**src/rtl/conv_pkg.sv**
```systemverilog
// Shared constants, FSM state type and width helpers for the 3x3 convolution MAC.
package conv_pkg;

   localparam int unsigned TAP_COUNT       = 9;
   localparam int unsigned COEF_ADDR_WIDTH = 4;
   localparam logic [COEF_ADDR_WIDTH-1:0] BIAS_ADDR = 4'd9;

   // Tap index k = 3*row + col, row 0 = top, col 0 = left.
   localparam int unsigned TAP_TL = 0;
   localparam int unsigned TAP_TC = 1;
   localparam int unsigned TAP_TR = 2;
   localparam int unsigned TAP_ML = 3;
   localparam int unsigned TAP_MC = 4;
   localparam int unsigned TAP_MR = 5;
   localparam int unsigned TAP_BL = 6;
   localparam int unsigned TAP_BC = 7;
   localparam int unsigned TAP_BR = 8;

   typedef enum logic {
      ST_UNLOADED = 1'b0,
      ST_ACTIVE   = 1'b1
   } coef_state_e;

   // Signed product of a zero-extended pixel and a signed coefficient.
   function automatic int unsigned prod_width(input int unsigned data_width,
                                              input int unsigned coef_width);
      return data_width + coef_width + 1;
   endfunction

   // Four guard bits cover nine products plus the bias without overflow.
   function automatic int unsigned acc_width(input int unsigned data_width,
                                             input int unsigned coef_width);
      return prod_width(data_width, coef_width) + 4;
   endfunction

endpackage

```
**src/rtl/conv_requant.sv**
```systemverilog
// Combinational requantizer: round-half-up, arithmetic shift, then ReLU/unsigned or signed saturation.
module conv_requant
   import conv_pkg::*;
#(
   parameter int unsigned ACC_WIDTH = 21,
   parameter int unsigned OUT_WIDTH = 8,
   parameter int unsigned SHIFT     = 4,
   parameter bit          RELU_EN   = 1'b1
) (
   input  logic signed [ACC_WIDTH-1:0] acc,
   output logic        [OUT_WIDTH-1:0] pix
);

   // One extra bit so adding the rounding constant can never wrap.
   localparam int unsigned RW = ACC_WIDTH + 1;

   localparam logic signed [RW-1:0] RND  = RW'((64'(1) << SHIFT) >> 1);
   localparam logic signed [RW-1:0] UMAX = RW'((64'(1) << OUT_WIDTH) - 64'(1));
   localparam logic signed [RW-1:0] SMAX = RW'((64'(1) << (OUT_WIDTH - 1)) - 64'(1));
   localparam logic signed [RW-1:0] SMIN = ~SMAX;

   logic signed [RW-1:0] sum_c;
   logic signed [RW-1:0] shr_c;

   // Round, shift and clamp to the output range.
   always_comb begin
      sum_c = {acc[ACC_WIDTH-1], acc} + RND;
      shr_c = sum_c >>> SHIFT;
      pix   = shr_c[OUT_WIDTH-1:0];
      if (RELU_EN) begin
         if (shr_c[RW-1]) begin
            pix = '0;
         end else if (shr_c > UMAX) begin
            pix = '1;
         end
      end else begin
         if (shr_c > SMAX) begin
            pix = SMAX[OUT_WIDTH-1:0];
         end else if (shr_c < SMIN) begin
            pix = SMIN[OUT_WIDTH-1:0];
         end
      end
   end

endmodule

```
**src/rtl/conv_mac_3x3.sv**
```systemverilog
// Pipelined 3x3 convolution MAC: products, row sums, total+bias, requantize; tags raster position.
module conv_mac_3x3
   import conv_pkg::*;
#(
   parameter int unsigned DATA_WIDTH = 8,
   parameter int unsigned COEF_WIDTH = 8,
   parameter int unsigned OUT_WIDTH  = 8,
   parameter int unsigned SHIFT      = 4,
   parameter bit          RELU_EN    = 1'b1,
   parameter int unsigned IMG_WIDTH  = 64,
   parameter int unsigned IMG_HEIGHT = 64,
   localparam int unsigned X_WIDTH   = $clog2(IMG_WIDTH),
   localparam int unsigned Y_WIDTH   = $clog2(IMG_HEIGHT)
) (
   input  logic                            clk,
   input  logic                            rst,
   input  logic [TAP_COUNT*DATA_WIDTH-1:0] window_in,
   input  logic                            window_valid,
   input  logic                            coef_wr_en,
   input  logic [COEF_ADDR_WIDTH-1:0]      coef_wr_addr,
   input  logic [COEF_WIDTH-1:0]           coef_wr_data,
   input  logic                            coef_commit,
   output logic [OUT_WIDTH-1:0]            pix_out,
   output logic                            pix_valid,
   output logic [X_WIDTH-1:0]              out_x,
   output logic [Y_WIDTH-1:0]              out_y,
   output logic                            eol,
   output logic                            eof,
   output logic                            coef_ready,
   output logic                            err_nocoef
);

   localparam int unsigned P_WIDTH   = prod_width(DATA_WIDTH, COEF_WIDTH);
   localparam int unsigned ACC_WIDTH = acc_width(DATA_WIDTH, COEF_WIDTH);
   localparam int unsigned BANK_SIZE = TAP_COUNT + 1;
   localparam logic [X_WIDTH-1:0] X_LAST = X_WIDTH'(IMG_WIDTH - 1);
   localparam logic [Y_WIDTH-1:0] Y_LAST = Y_WIDTH'(IMG_HEIGHT - 1);

   typedef logic signed [COEF_WIDTH-1:0] coef_t;
   typedef logic signed [P_WIDTH-1:0]    prod_t;
   typedef logic signed [ACC_WIDTH-1:0]  acc_t;

   coef_state_e state_q;
   coef_state_e state_d;
   logic        accept_c;
   logic        drop_c;

   // Bank entries 0..8 are taps, entry 9 is the bias.
   coef_t shadow_q [BANK_SIZE];
   coef_t active_q [BANK_SIZE];

   prod_t prod_c   [TAP_COUNT];
   prod_t prod_q   [TAP_COUNT];
   coef_t bias1_q;
   acc_t  row_q    [3];
   coef_t bias2_q;
   acc_t  acc_q;
   logic  v1_q;
   logic  v2_q;
   logic  v3_q;

   logic [OUT_WIDTH-1:0] requant_c;

   function automatic acc_t sx_prod(input prod_t p);
      return {{(ACC_WIDTH - P_WIDTH){p[P_WIDTH-1]}}, p};
   endfunction

   function automatic acc_t sx_coef(input coef_t c);
      return {{(ACC_WIDTH - COEF_WIDTH){c[COEF_WIDTH-1]}}, c};
   endfunction

   // Coefficient-load FSM state register.
   always_ff @(posedge clk) begin
      if (rst) begin
         state_q <= ST_UNLOADED;
      end else begin
         state_q <= state_d;
      end
   end

   // Next state plus window accept/drop decode.
   always_comb begin
      state_d  = state_q;
      accept_c = 1'b0;
      drop_c   = 1'b0;
      case (state_q)
         ST_UNLOADED: begin
            drop_c = window_valid;
            if (coef_commit) begin
               state_d = ST_ACTIVE;
            end
         end
         ST_ACTIVE: begin
            accept_c = window_valid;
         end
         default: begin
            state_d = ST_UNLOADED;
         end
      endcase
   end

   assign coef_ready = (state_q == ST_ACTIVE);

   // Shadow writes and commits; a same-cycle write is not part of the commit.
   always_ff @(posedge clk) begin
      if (rst) begin
         for (int unsigned k = 0; k < BANK_SIZE; k++) begin
            shadow_q[k] <= '0;
            active_q[k] <= '0;
         end
      end else begin
         if (coef_commit) begin
            for (int unsigned k = 0; k < BANK_SIZE; k++) begin
               active_q[k] <= shadow_q[k];
            end
         end
         if (coef_wr_en) begin
            for (int unsigned k = 0; k < BANK_SIZE; k++) begin
               if (coef_wr_addr == COEF_ADDR_WIDTH'(k)) begin
                  shadow_q[k] <= coef_wr_data;
               end
            end
         end
      end
   end

   // Sticky flag for windows that arrived before any kernel was committed.
   always_ff @(posedge clk) begin
      if (rst) begin
         err_nocoef <= 1'b0;
      end else if (drop_c) begin
         err_nocoef <= 1'b1;
      end
   end

   // Per-tap products of zero-extended pixel and signed coefficient.
   for (genvar k = 0; k < TAP_COUNT; k++) begin : g_tap
      prod_t px_ext;
      prod_t cf_ext;
      assign px_ext    = {{(P_WIDTH - DATA_WIDTH){1'b0}}, window_in[k*DATA_WIDTH +: DATA_WIDTH]};
      assign cf_ext    = {{(P_WIDTH - COEF_WIDTH){active_q[k][COEF_WIDTH-1]}}, active_q[k]};
      assign prod_c[k] = px_ext * cf_ext;
   end

   // Stages 1-3: products, row sums, total plus bias.
   always_ff @(posedge clk) begin
      if (rst) begin
         v1_q    <= 1'b0;
         v2_q    <= 1'b0;
         v3_q    <= 1'b0;
         bias1_q <= '0;
         bias2_q <= '0;
         acc_q   <= '0;
         for (int unsigned k = 0; k < TAP_COUNT; k++) begin
            prod_q[k] <= '0;
         end
         for (int unsigned r = 0; r < 3; r++) begin
            row_q[r] <= '0;
         end
      end else begin
         v1_q <= accept_c;
         v2_q <= v1_q;
         v3_q <= v2_q;
         if (accept_c) begin
            prod_q  <= prod_c;
            bias1_q <= active_q[BIAS_ADDR];
         end
         if (v1_q) begin
            row_q[0] <= sx_prod(prod_q[TAP_TL]) + sx_prod(prod_q[TAP_TC]) + sx_prod(prod_q[TAP_TR]);
            row_q[1] <= sx_prod(prod_q[TAP_ML]) + sx_prod(prod_q[TAP_MC]) + sx_prod(prod_q[TAP_MR]);
            row_q[2] <= sx_prod(prod_q[TAP_BL]) + sx_prod(prod_q[TAP_BC]) + sx_prod(prod_q[TAP_BR]);
            bias2_q  <= bias1_q;
         end
         if (v2_q) begin
            acc_q <= row_q[0] + row_q[1] + row_q[2] + sx_coef(bias2_q);
         end
      end
   end

   conv_requant #(
      .ACC_WIDTH (ACC_WIDTH),
      .OUT_WIDTH (OUT_WIDTH),
      .SHIFT     (SHIFT),
      .RELU_EN   (RELU_EN)
   ) u_requant (
      .acc (acc_q),
      .pix (requant_c)
   );

   // Stage 4 output register and raster position counters.
   always_ff @(posedge clk) begin
      if (rst) begin
         pix_out   <= '0;
         pix_valid <= 1'b0;
         out_x     <= '0;
         out_y     <= '0;
      end else begin
         pix_valid <= v3_q;
         if (v3_q) begin
            pix_out <= requant_c;
         end
         if (pix_valid) begin
            if (out_x == X_LAST) begin
               out_x <= '0;
               out_y <= (out_y == Y_LAST) ? '0 : out_y + Y_WIDTH'(1);
            end else begin
               out_x <= out_x + X_WIDTH'(1);
            end
         end
      end
   end

   assign eol = pix_valid && (out_x == X_LAST);
   assign eof = eol && (out_y == Y_LAST);

endmodule
```
**config.mk**
```make
export PLATFORM = sky130hd
export DESIGN_NAME = conv_mac_3x3
export DESIGN_NICKNAME = d
export VERILOG_FILES = /design/src/rtl/conv_pkg.sv /design/src/rtl/conv_requant.sv /design/src/rtl/conv_mac_3x3.sv
export SDC_FILE = /design/constraint.sdc
export NUM_CORES = 2
export LEC_CHECK = 0
export BUFFER_PORTS_ARGS = -buffer_cell sky130_fd_sc_hd__buf_2
export CAP_MARGIN = 10
export CORE_ASPECT_RATIO = 0.6
export CORE_MARGIN = 5
export CORE_UTILIZATION = 67
export DETAILED_ROUTE_END_ITERATION = 6
export GPL_TIMING_DRIVEN = 0
export PLACE_DENSITY = 0.88
export SETUP_SLACK_MARGIN = 0.15
export SKIP_CTS_REPAIR_TIMING = 1
export SLEW_MARGIN = 25
export SYNTH_ARGS = -nofsm -noshare
export SYNTH_HDL_FRONTEND = slang
export SYNTH_HIERARCHICAL = 1
export SYNTH_SLANG_ARGS = --single-unit
```
**constraint.sdc**
```tcl
create_clock -name clk -period 12.05 [get_ports clk]
set_clock_uncertainty 0.1 [all_clocks]
set_input_delay 2.41 -clock clk [delete_from_list [all_inputs] [get_ports clk]]
set_output_delay 2.41 -clock clk [all_outputs]
set_load 0.005 [all_outputs]
```
Yosys cells after proc, flatten, opt, wreduce, memory -nomap -nowiden
Memories as Yosys holds them, arrays and structs flattened. A register that Yosys moved wholly into a read port is not among the register bits.
Cells that the tools add are included.

storage, ports and cells
  register bits after elaboration = 208
  memory bits (writable) = 223
  input port bits = 89
  memories kept = 3

memories
  name      depth  width  rd ports  clocked after memory_dff  wr ports  line                source
  active_q  10     8      10        1                         10        conv_mac_3x3.sv:50  coef_t active_q [BANK_SIZE];
  shadow_q  10     8      10        0                         10        conv_mac_3x3.sv:49  coef_t shadow_q [BANK_SIZE];
  row_q     3      21     3         0                         3         conv_mac_3x3.sv:55  acc_t row_q [3];

operators by class
  add/sub/neg operators = 12
  multiply operators = 9
  magnitude comparators = 1
  equality and inequality tests = 11
  multiplexer cells = 78
  bitwise operators = 23
  reduce and logical (&&, ||, !) cells = 4

operators with widths
  cell                                                             count
  2-to-1 mux 8 bit                                                 22
  multiplier 9 x 8 -> 17 bit                                       9
  2-to-1 mux 21 bit                                                3
  adder 18 x 17 -> 19 bit                                          3
  adder 17 x 17 -> 18 bit                                          3
  2-to-1 mux 1 bit                                                 51
  adder 21 bit                                                     2
  OR 1 bit                                                         23
  adder 21 x 5 -> 22 bit (second input constant)                   1
  adder 21 x 8 -> 21 bit                                           1
  greater-than comparator 18 x 9 -> 1 bit (second input constant)  1
  equality test 4 x 3 -> 1 bit (second input constant)             4
  adder 6 x 1 -> 6 bit (second input constant)                     2
  equality test 6 bit (second input constant)                      2
  2-to-1 mux 6 bit                                                 2
  equality test 4 x 2 -> 1 bit (second input constant)             2
  equality test 4 bit (second input constant)                      2
  equality test 4 x 1 -> 1 bit (second input constant)             1
  logical NOT 4 bit                                                1
  logical AND 1 bit                                                2
  AND reduction 2 bit                                              1

Depth between registers and ports, before layout
  depth after elaboration = 6
  mapped depth = 18
  gate-level depth less buffers = 18

By module
The synthesis kept the hierarchy.

modules (own cells, without submodules)
  module        instances  cells each  area an instance (sq um)
  conv_mac_3x3  1          4200        40020.9
  conv_requant  1          60          434.2

Least setup slack after synthesis
No wires, ideal clock.

  path type = input to register
  start point = input port window_in[56]
  end point = register prod_q[31] in the netlist's numbering
  library setup time = 0.116 ns
  arrival = 6.185 ns
  required time = 11.834 ns
  path slack = 5.649 ns
  stages on the path = 15
  buffers on the path = 0
  cell sequence = nand2b_1 -> fa_1 -> fa_1 -> inv_1 -> fa_1 -> inv_1 -> fa_1 -> inv_1 -> ha_1 -> o21ai_0 -> a21oi_1 -> o21ai_0 -> o21ai_0 -> mux2_2 -> a31o_2

between the ends
  longest elaborated chain between the ends = 1

ends and longest elaborated chain
  what                        line                 source
  start: declaration          conv_mac_3x3.sv:17   input logic [TAP_COUNT*DATA_WIDTH-1:0] window_in,
  multiplier 9 x 8 -> 17 bit  conv_mac_3x3.sv:142  assign prod_c[k] = px_ext * cf_ext;
  end signal: assignment      conv_mac_3x3.sv:165  prod_q <= prod_c;
  end: declaration            conv_mac_3x3.sv:53   prod_t prod_q [TAP_COUNT];

No other way between the ends.
A chain may end at the register's enable or synchronous reset.

Worst setup path in the final report
  start point = input port window_in[24]
  end point = register prod_q[101] in the netlist's numbering

Same word-level chain as after synthesis.

==> impl_metrics.toml <==
[routing]
drc = 1
dr.pass1.iters = 7
num_vias = 31900
wirelength_um = 113000
wl_per_cell_um = 21.7
dr.first_iter.drc_count = 4077
drt-vias-per-instance = 6.11
ant_nets = 0

[timing]
finalHoldViolCount = 0
setup_violations = 0
maxSlewViolCount = 0
min_period_ps = 6790
finalSetupTns_ps = 0
fmax_mhz = 147
tightest_slew_ps = 1170
timing.hold.ws_ps = 356
rsz0062_at_grt = "no"
relSlewSlack_pct = 22.2
post-route-period-util_pct = 56.3

[critical_path]
criticalPathCategory = "in2reg"
cp.required_ps = 12370
crit_slowest_cell = "o41ai_1"
critPathCaptureType = "flip-flop"
path_cells = "buf_2 -> nand2b_1 -> fa_1 -> fa_1 -> inv_1 -> fa_1 -> inv_1 -> fa_1 -> inv_1 -> ha_1 -> o211ai_1 -> a21oi_1 -> o41ai_1 -> o21ai_0 -> xnor2_1 -> a211oi_1"
cp.arrival_ps = 7110
cp_top_family = "adder cells"
path_max_fanout = 8
start_kind = "input port"
slowest_delay_ps = 740
cp_common_cell = "fa_1"
crit_buf_inv = 4

[yosys]
syn-cell-area_um2 = 40400
ys_warn_count = 6
postSynthCellCount = 4251
avgSynthCellArea_um2 = 9.49
syn_nets = 5227

[global_route]
grt_start_max_net_pins = 58
groute.usage.overall_pct = 34.5
antenna_found_initial = 4
grt_overflow_total = 0
grt_pass1_vias = 31400
grt_pass1_wl_um = 177000

[power]
power.leakage_nw = 20.2
power_density_nw_per_um2 = 122
ir_worst_vdd_mv = 0.110

[die]
rows = 69
num_io_pins = 114
die_area_um2 = 65400
die_h_um = 200
initial_core_util_pct = 67.9
die_w_um = 327
core-area_um2 = 59400

[place]
portBuffers = 110
dp_hpwl_um = 90500
gp_congestion = 1.01

[hold_path]
hp-class = "reg2reg"

[clock_tree]
path_clk_slew_ps = 70
cts.htree.levels = 2
cts_tree = "yes"
insertion_delay_ps = 580
root_buffer = "clkbuf_16"
clk_path_buf_depth = 3
cts_buffers = 42
clkSinkCount = 430

[finish]
fin_nets = 5383
multi_input_area_um2 = 27100
syn2layout_area_growth_pct = 7.39
regArea_um2 = 10800
drive_gt1_share_pct = 4.93
fill_cells = 4203

[outcome]
violations = "design-rule violations"
status = "finished, violations left"

[job]
drv_cap = 0
-- state kept, by name, indices dropped and copies added, names as in the netlist --
name        count
err_nocoef      1
active_q       80
v3_q            1
pix_valid       1
coef_ready      1
out_y           6
v1_q            1
bias1_q         8
v2_q            1
row_q          57
bias2_q         8
acc_q          18
prod_q        153
shadow_q       80
pix_out         8
out_x           6
-- where the power goes --
group	switching [W]	total (W)	internal [W]
logic	0.00134	0.00216	0.000823
registers	0.000106	0.00174	0.00163
clock network	0.000625	0.00138	0.000751
total	0.00207	0.00528	0.00321
-- worst min-delay path, delay by kind of cell, from the launching register on --
kind | cells | cell delay, ps
AOI/OAI and AO/OA | 1 | 50
DFF | 1 | 310
and+or+nand+nor | 1 | 50
-- per-layer routing --
metal / GRT usage (%) / share of wire (%) / up-vias
met5: 0 / 0 / -
met4: 7.17 / 2.4 / 0
met2: 48.0 / 40 / 1928
met3: 12.8 / 15 / 221
li1: - / - / 14300
met1: 51.9 / 42 / 15500
-- through the flow --
| step | util, % | area [um^2] | setup slack [ps] | power (W) | cells |
|---|---|---|---|---|---|
| 4_1_cts | 72.9 | 43300 | 5390 | 0.00520 | 5221 |
| 5_1_grt | 73.0 | 43300 | 5070 | 0.00557 | 5223 |
| 3_5_place_dp | 70.6 | 41900 | 4830 | 0.00382 | 5144 |
| 3_3_place_gp | 70.5 | 41900 | 4890 | 0.00374 | 5142 |
| 2_1_floorplan | - | 40400 | 5650 | 0.00318 | 4251 |
| 6_report | 73.0 | 43300 | 5260 | 0.00528 | 5226 |
-- area by class of cell --
type	count	area share (%)
diodes	5	0.0289
multi-input cells	3169	62.6
flip-flops and latches	430	24.9
well taps	781	2.25
inverters	563	4.88
plain buffers	89	0.800
clock inverters	20	0.427
clock buffers	57	2.77
repair buffers	112	1.36
-- placed cells by master (no fill, tap or decap), types with 7 or more instances in the layout --
cell	n
and3_1	16
ha_1	461
clkbuf_8	7
o21a_1	21
nor2b_1	13
clkbuf_1	87
a211oi_1	50
a41oi_1	11
nand2b_1	57
o31ai_1	18
edfxtp_1	217
nand4_1	23
clkbuf_16	43
inv_1	564
mux2i_1	26
nor3_1	57
nand2_1	429
xor2_1	58
nor3b_1	8
buf_2	111
a31oi_1	15
or2_2	11
a21oi_1	251
nand3_1	34
a211o_1	11
and2_1	525
a21o_1	30
o21bai_1	23
nor2_1	269
o21ai_0	157
xnor2_1	72
dfxtp_1	212
fa_1	426
-- worst paths after layout --
path | from | endpoint | slack (ps) | depth (start not counted)
max | window_in[24] | prod_q[101] | 5260 | 16
min reg2reg | bias1_q[3] | bias1_q[3] | 360 | 2
max reg2reg | active_q[3][0] | prod_q[101] | 6470 | 15
min | bias1_q[3] | bias1_q[3] | 360 | 2
(Power assumes the default switching activity.)
